## src/rtl/ifu_fetch.sv

```systemverilog
// Instruction fetch: owns the PC, issues one word read at a time, hands words to decode. Optional IFU_PERF_EN adds perf counters.
// Latency: request in N accepted, response in N+1, inst_valid in N+2; 3 cycles per instruction back to back.
// Backpressure: holds inst/inst_pc stable until inst_ready; mem_req_valid stays high until mem_req_ready.
module ifu_fetch #(
  parameter int              XLEN     = 32,
  parameter logic [XLEN-1:0] RESET_PC = 32'h8000_0000
) (
  input  logic            clk,
  input  logic            rst_n,
  output logic            mem_req_valid,
  output logic [XLEN-1:0] mem_req_addr,
  input  logic            mem_req_ready,
  input  logic            mem_resp_valid,
  input  logic [XLEN-1:0] mem_resp_data,
  output logic            inst_valid,
  input  logic            inst_ready,
  output logic [XLEN-1:0] inst,
  output logic [XLEN-1:0] inst_pc,
  input  logic            redirect_valid,
  input  logic [XLEN-1:0] redirect_pc,
  input  logic            halt_req,
  output logic            halted
`ifdef IFU_PERF_EN
  ,
  output logic [63:0]     perf_fetch_cnt,
  output logic [63:0]     perf_stall_cnt
`endif
);

  typedef enum logic [2:0] {
    S_IDLE,
    S_REQ,
    S_WAIT,
    S_HOLD,
    S_HALT
  } state_t;

  state_t          state, state_n;
  logic [XLEN-1:0] pc, pc_n;
  logic            kill, kill_n;
  logic            capture;
  logic [XLEN-1:0] redir_pc;
  logic            unused_redir_lsb;

  assign redir_pc         = {redirect_pc[XLEN-1:2], 2'b00};
  assign unused_redir_lsb = ^redirect_pc[1:0];

  always_comb begin
    state_n = state;
    pc_n    = pc;
    kill_n  = kill;
    capture = 1'b0;
    if (halt_req) begin
      state_n = S_HALT;
    end else begin
      case (state)
        S_IDLE: begin
          state_n = S_REQ;
          if (redirect_valid) pc_n = redir_pc;
        end
        S_REQ: begin
          if (redirect_valid) pc_n = redir_pc;
          // An accepted request already carries the old pc, so its response must be dropped.
          if (mem_req_ready) begin
            state_n = S_WAIT;
            kill_n  = redirect_valid;
          end
        end
        S_WAIT: begin
          if (redirect_valid) begin
            pc_n = redir_pc;
            if (mem_resp_valid) begin
              state_n = S_REQ;
              kill_n  = 1'b0;
            end else begin
              kill_n = 1'b1;
            end
          end else if (mem_resp_valid) begin
            if (kill) begin
              kill_n  = 1'b0;
              state_n = S_REQ;
            end else begin
              capture = 1'b1;
              state_n = S_HOLD;
            end
          end
        end
        S_HOLD: begin
          if (redirect_valid) begin
            pc_n    = redir_pc;
            state_n = S_REQ;
          end else if (inst_ready) begin
            pc_n    = pc + XLEN'(4);
            state_n = S_REQ;
          end
        end
        S_HALT: state_n = S_HALT;
        default: state_n = S_IDLE;
      endcase
    end
  end

  always_ff @(posedge clk or negedge rst_n) begin
    if (!rst_n) begin
      state   <= S_IDLE;
      pc      <= RESET_PC;
      kill    <= 1'b0;
      inst    <= '0;
      inst_pc <= '0;
    end else begin
      state <= state_n;
      pc    <= pc_n;
      kill  <= kill_n;
      if (capture) begin
        inst    <= mem_resp_data;
        inst_pc <= pc;
      end
    end
  end

  assign mem_req_valid = (state == S_REQ);
  assign mem_req_addr  = pc;
  assign inst_valid    = (state == S_HOLD);
  assign halted        = (state == S_HALT);

`ifdef IFU_PERF_EN
  always_ff @(posedge clk or negedge rst_n) begin
    if (!rst_n) begin
      perf_fetch_cnt <= '0;
      perf_stall_cnt <= '0;
    end else begin
      if (inst_valid && inst_ready) perf_fetch_cnt <= perf_fetch_cnt + 64'd1;
      if ((state == S_WAIT) || (state == S_REQ && !mem_req_ready))
        perf_stall_cnt <= perf_stall_cnt + 64'd1;
    end
  end
`endif

endmodule
```

## config.mk

```make
export PLATFORM = sky130hd
export DESIGN_NAME = ifu_fetch
export DESIGN_NICKNAME = d
export VERILOG_FILES = /design/src/rtl/ifu_fetch.sv
export SDC_FILE = /design/constraint.sdc
export NUM_CORES = 1
export LEC_CHECK = 0
export BUFFER_PORTS_ARGS = -buffer_cell sky130_fd_sc_hd__buf_2
export CORE_UTILIZATION = 53
export DETAILED_ROUTE_END_ITERATION = 16
export GPL_ROUTABILITY_DRIVEN = 1
export HOLD_SLACK_MARGIN = 0.02
export PLACE_DENSITY = 0.86
export SYNTH_ARGS = -nofsm -noshare
export SYNTH_HDL_FRONTEND = slang
export SYNTH_SLANG_ARGS = --single-unit
export TNS_END_PERCENT = 20
```

## constraint.sdc

```tcl
create_clock -name clk -period 3 [get_ports clk]
set_input_delay 0.3 -clock clk [delete_from_list [all_inputs] [get_ports clk]]
set_output_delay 0.3 -clock clk [all_outputs]
set_load 0.01 [all_outputs]
```

==> impl_metrics.env, run 1 <==
export IMPL_global_route_overflow_total=0
export IMPL_ratio_of_final_minimum_period_to_clock_period_pct=78.2
export IMPL_synth_seq_area_share_pct=53.9
export IMPL_fp_dieW_um=93.7
export IMPL_rsz0062_at_grt="false"
export IMPL_cts_clk_slew_worst_paths_ns=0.10
export IMPL_total_leakage_power_nw=2.93
export IMPL_ys_warnings_count=0
export IMPL_grtUsageTotal_pct=24.7
export IMPL_cp_arrival_ns=2.57
export IMPL_final_util_pct=68.1
export IMPL_ratio_of_total_power_to_cell_area_nw_per_um2=504
export IMPL_tritoncts="done"
export IMPL_postSynthRegisterBits=96
export IMPL_cts_htree_levels=3
export IMPL_cts_path_max_buffers=2
export IMPL_rows=33
export IMPL_clockRootBuffer="clkbuf_8"
export IMPL_timing_critical_path_fanout_max=38
export IMPL_synth_cell_type_count=47
export IMPL_post_drt_wl_per_cell_um=15.9
export IMPL_cts_hold_repair_buffers=0
export IMPL_postRouteWirelength_um=10600
export IMPL_gr_max_usage_layer="met2"
export IMPL_vias_per_cell=5.69
export IMPL_netlist_top_cells_area="dfrtp_1, mux2_2, a21oi_1"
export IMPL_worstSkewPairLatency_ns=0.35
export IMPL_synthMostInstantiatedCell="dfrtp_1"
export IMPL_crit_path_capture_type="flip-flop"
export IMPL_grt_start_max_net_pins=76
export IMPL_status="finished, final reports clean"
export IMPL_synth_top_area_share_pct=53.4
export IMPL_drv_max_cap_violation_count=0
export IMPL_setup_viol=0
export IMPL_globalRouteMet3Util_pct=5.42
export IMPL_syn_inst=399
export IMPL_yosys_area_share_simple_pct=13.7
export IMPL_grt_antenna_before_repair=1
export IMPL_initial_core_util_pct=54.5
export IMPL_synthFlopType="dfrtp_1"
export IMPL_die_h_um=93.7
export IMPL_clock_sinks=96
export IMPL_drt_iter0_markers=218
export IMPL_first_global_vias=3694
export IMPL_drt_pass1_iterations=4
export IMPL_port_buffers=163
export IMPL_edff_count_synth=0
export IMPL_hp_class="input port to asynchronous set/reset pin"
export IMPL_timing_rr_start="state[1]"
export IMPL_setup_tns_ns=0
export IMPL_tightestPinTransition_ns=0.927
export IMPL_period_needed_ns=2.35
export IMPL_synth_xor_area_share_pct=0
export IMPL_fmax_mhz=426
export IMPL_critical_path_required_ns=3.22
export IMPL_detailedPlacementHpwl_um=7570
export IMPL_critical_path_startpoint="state[1]"
export IMPL_nNetsFinal=628
export IMPL_design_core_area_um2=8180
export IMPL_routabilityCongestion=0.846
export IMPL_synth_area_mux_share_pct=15.7
export IMPL_skew_ns=0.0128
export IMPL_post_cts_sizing=0
export IMPL_tritoncts_num_buffers=9
export IMPL_mappedNetlistArea_um2=4460
export IMPL_post_route_cells_drive_above_1_share_pct=46.5
export IMPL_hold_viol_final=0
export IMPL_global_route_usage_met2_pct=41.8
export IMPL_synth_area_leader_cell="dfrtp_1"
export IMPL_max_slew_margin_rel_pct=38.2
export IMPL_remaining_drc_errors=0
export IMPL_die_area_um2=8780
export IMPL_crit_path_top_delay_cell="nand2_2"
export IMPL_critical_path_max_stage_delay_ns=0.45
export IMPL_synth_compound_area_share_pct=13.4
export IMPL_grt_pass1_wl_um=17100
export IMPL_slew_viol_final=0
export IMPL_async_reset_ff_share_pct=100
export IMPL_via_count=3794
export IMPL_synthToLayoutAreaGrowth_pct=25.0
export IMPL_synth_common_cells="dfrtp_1, mux2_2, a21oi_1, nand2_1, nor2_1"
export IMPL_r2r_slack_ns=0.65
export IMPL_cp_start_kind="flip-flop"
export IMPL_timing_worst_setup_path_type="flip-flop to flip-flop"
export IMPL_synth_adder_area_share_pct=0.281
export IMPL_io_pin_count=170
export IMPL_use_met1_pct=31.6
export IMPL_post_cts_repair_timing_setup_buffer_count=0
export IMPL_synthesis_area_per_instance_um2=11.2
export IMPL_cells_along_the_critical_path="nor2b_1 -> nand2b_1 -> nor3b_1 -> nand2_2 -> buf_12 -> mux2_2"
export IMPL_final_antenna_net_count=0
export IMPL_dominant_combinational_cell_family_by_area_after_synthesis="multiplexers"
export IMPL_worst_ir_drop_vdd_mv=0.305
## area by class of cell
class                      count  area (µm²)
antenna                        1        2.50
timing repair buffer         171         891
fill                         644        2610
sequential                    96        2400
multi-input combinational    277        1950
inverter                       1        3.75
clock inverter                 5        38.8
tap                          105         131
clock buffer                  11         151
## sequential cells by signal (all words and copies together) (netlist names)
register and count:
inst 32, state 3, inst_pc 30, kill 1
mem_req_addr 30
## worst paths after layout
kind / cells after the start / end
worst max register to register: 6 / inst[1]
worst min-delay path: 1 / inst[18]
max in group asynchronous: 2 / inst_pc[6]
worst max-delay path: 6 / inst[1]
worst min register to register: 1 / inst_pc[19]
min in group clk: 3 / mem_req_addr[2]
## logic make-up after synthesis
logic type | Yosys count
flops | 96
compound gates | 94
buf+inv | 29
simple gates | 116
mux | 62
other cells | 1
fa+ha+maj | 1
## routing by layer
metal | wire (µm) | share of wire (%)
met2 | 5320 | 50
met1 | 4440 | 42
met3 | 693 | 6.5
met4 | 131 | 1.2
met5 | 0 | 0
## power breakdown
part / switching (W) / internal, W / leakage, nW
Sequential: 0.000183 / 0.00141 / 1.27
Combinational: 0.000218 / 0.000205 / 1.56
Clock: 0.000443 / 0.000353 / 0.0963
## worst max-delay path: cells and delay by family (launching register included)
kind | cells | cell delay [ns]
mux | 1 | 0.30
buf+inv | 1 | 0.35
simple gates | 4 | 1.12
flops | 1 | 0.43
## metrics by stage
step,power [W],std cells,hold slack [ns],setup slack (ns),area (µm²)
after floorplan,0.00178,402,0.00441,1.09,4470
after global placement,0.00201,650,0.481,0.784,5380
after detailed placement,0.00204,650,0.489,0.679,5380
after CTS,0.00283,666,0.112,0.649,5570
after global routing,0.00295,666,0.148,0.444,5570
final,0.00281,667,0.0721,0.655,5570
## layout by cell type, fill, tap and decap left out, types with 6 or more instances in the layout
cell,n
dfrtp_1,95
nand3_1,19
buf_4,8
clkbuf_8,11
a2bb2oi_1,10
buf_2,162
o22ai_1,11
o21ai_0,13
nor3_1,6
a21oi_1,36
and3_1,8
nand2_1,28
nor2_1,25
mux2_2,62
Power figures use the tool's default switching activity.
==> inputs of run 2 (changes only) <==
Settings changed: CORE_UTILIZATION 53 to 49, PLACE_DENSITY 0.86 to 0.8.
Clock period 3 ns to 2.3 ns, I/O delays scaled along.
==> impl_metrics.env, run 2 (synthesized netlist as in run 1, its figures left out) <==
export IMPL_status="finished, final reports clean"
export IMPL_global_route_overflow_total=0
export IMPL_max_slew_margin_rel_pct=43.5
export IMPL_layout_commonest_cell="buf_2"
export IMPL_area_of_combinational_cells_with_multiple_inputs_um2=1950
export IMPL_worst_path_dominant_cell_family="compound AO/OA/AOI/OAI gates"
export IMPL_cells_along_the_critical_path="ha_1 -> nand3_1 -> nor4_2 -> buf_4 -> a21oi_1 -> o21a_1 -> a211o_1"
export IMPL_drt_pass1_iterations=4
export IMPL_timing_critical_path_to="mem_req_addr[28]"
export IMPL_crit_path_top_delay_cell="dfrtp_1"
export IMPL_ratio_of_final_minimum_period_to_clock_period_pct=89.4
export IMPL_critical_path_required_ns=2.55
export IMPL_worst_reg2reg_path_length_in_cells=7
export IMPL_postRouteWirelength_um=10800
export IMPL_critical_path_startpoint="mem_req_addr[2]"
export IMPL_skew_ns=0.0112
export IMPL_rsz0062_at_grt="false"
export IMPL_tritoncts="done"
export IMPL_vias_per_cell=5.69
export IMPL_sequential_cell_area_um2=2400
export IMPL_critical_path_max_stage_delay_ns=0.48
export IMPL_grt_antenna_before_repair=0
export IMPL_design_core_area_um2=8760
export IMPL_hp_class="input port to flip-flop"
export IMPL_timing_hold_worst_path_depth=2
export IMPL_routabilityCongestion=0.856
export IMPL_cts_path_max_buffers=2
export IMPL_setup_viol=0
export IMPL_cts_clk_slew_worst_paths_ns=0.10
export IMPL_cp_start_kind="flip-flop"
export IMPL_remaining_drc_errors=0
export IMPL_post_cts_repair_timing_setup_buffer_count=0
export IMPL_n_antenna_cell=0
export IMPL_drv_max_cap_violation_count=0
export IMPL_r2r_slack_ns=0.24
export IMPL_timing_rr_start="mem_req_addr[2]"
export IMPL_grtUsageTotal_pct=23.1
export IMPL_worst_reg2reg_endpoint="mem_req_addr[28]"
export IMPL_final_antenna_net_count=0
export IMPL_grt_pass1_wl_um=17500
export IMPL_fillers=705
export IMPL_crit_path_capture_type="flip-flop"
export IMPL_port_buffers=163
export IMPL_post_place_setup_slack_ns=0.249
export IMPL_cts_htree_levels=3
export IMPL_finalHoldWorstSlack_ns=0.0977
export IMPL_top_register="inst"
export IMPL_final_cell_mix="buf_2, dfrtp_1, mux2_2"
export IMPL_ratio_of_total_power_to_cell_area_nw_per_um2=686
export IMPL_nNetsFinal=632
export IMPL_timing_worst_setup_path_type="flip-flop to flip-flop"
export IMPL_detailedPlacementHpwl_um=7700
export IMPL_cp_num_cells=7
export IMPL_drt_iter0_markers=202
export IMPL_cp_arrival_ns=2.31
export IMPL_die_area_um2=9480
export IMPL_period_needed_ns=2.06
export IMPL_worst_ir_drop_vdd_mv=0.302
export IMPL_setup_slack_ns=0.244
export IMPL_first_global_vias=3602
export IMPL_die_h_um=97.4
export IMPL_worstSkewPairLatency_ns=0.36
export IMPL_fmax_mhz=486
export IMPL_clockRootBuffer="clkbuf_8"
export IMPL_cp_buffers_inverters=1
export IMPL_synthToLayoutAreaGrowth_pct=26.9
export IMPL_largest_register_ff_count=32
export IMPL_initial_core_util_pct=50.8
export IMPL_hold_viol_final=0
export IMPL_io_pin_count=170
export IMPL_post_drt_wl_per_cell_um=16.1
export IMPL_timing_critical_path_fanout_max=14
export IMPL_setup_tns_ns=0
export IMPL_via_count=3831
export IMPL_post_route_cells_drive_above_1_share_pct=46.5
export IMPL_clock_sinks=96
export IMPL_rows=34
export IMPL_tightestPinTransition_ns=0.848
export IMPL_slew_viol_final=0
export IMPL_total_leakage_power_nw=2.97
export IMPL_fp_dieW_um=97.4
export IMPL_grt_start_max_net_pins=59
export IMPL_tritoncts_num_buffers=9
run 2: what timing repair did:
action                    CTS  global route
gates resized for setup     0             0
hold buffers                1             0
hold endpoints to repair   41             0
run 2: worst min-delay path by stage:
stage	slack, ns	to	start
3_3_place_gp	0.23	inst[0]	rst_n
6_report	0.1	inst[3]	mem_resp_data[3]
4_1_cts	0.08	inst[17]	mem_resp_data[17]
5_1_grt	0.07	inst[3]	mem_resp_data[3]
3_5_place_dp	0.25	inst[0]	rst_n
2_1_floorplan	-0.07	inst[0]	rst_n
run 2: worst reg2reg max path, stage by stage (launching register included):
cell	delay (ns)
dfrtp_1	0.48
ha_1	0.25
nand3_1	0.15
nor4_2	0.32
buf_4	0.25
a21oi_1	0.09
o21a_1	0.20
a211o_1	0.22
run 2: per-stage QoR:
step / area, µm² / std cells / util [%] / total power (W)
4_1_cts: 5650 / 673 / 64.5 / 0.00392
3_3_place_gp: 5410 / 656 / 61.8 / 0.00263
5_1_grt: 5650 / 673 / 64.5 / 0.00409
6_report: 5650 / 673 / 64.5 / 0.00388
3_5_place_dp: 5410 / 656 / 61.8 / 0.00266
2_1_floorplan: 4470 / 402 / - / 0.00232
run 2: metal layers:
layer  GRT usage [%]  part of all wire, %  vias to the layer above
li1                -                    -                     1789
met1            30.5                   43                     1842
met2            37.8                   48                      185
met3            5.18                  7.3                       15
met4            8.14                  1.4                        0
met5               0                    0                        -
run 2: cell type report:
| class | count | share of cell area [%] |
|---|---|---|
| clock inverters | 5 | 1.57 |
| flip-flops and latches | 96 | 42.5 |
| repair buffers | 175 | 16.6 |
| multi-input cells | 277 | 34.4 |
| clock buffers | 11 | 2.50 |
| inverters | 1 | 0.0664 |
| well taps | 108 | 2.39 |
run 2: power by group:
group / internal, W / switching [W] / leakage, nW
clock network: 0.000655 / 0.000593 / 0.116
registers: 0.00183 / 0.000241 / 1.27
logic: 0.000270 / 0.000285 / 1.58
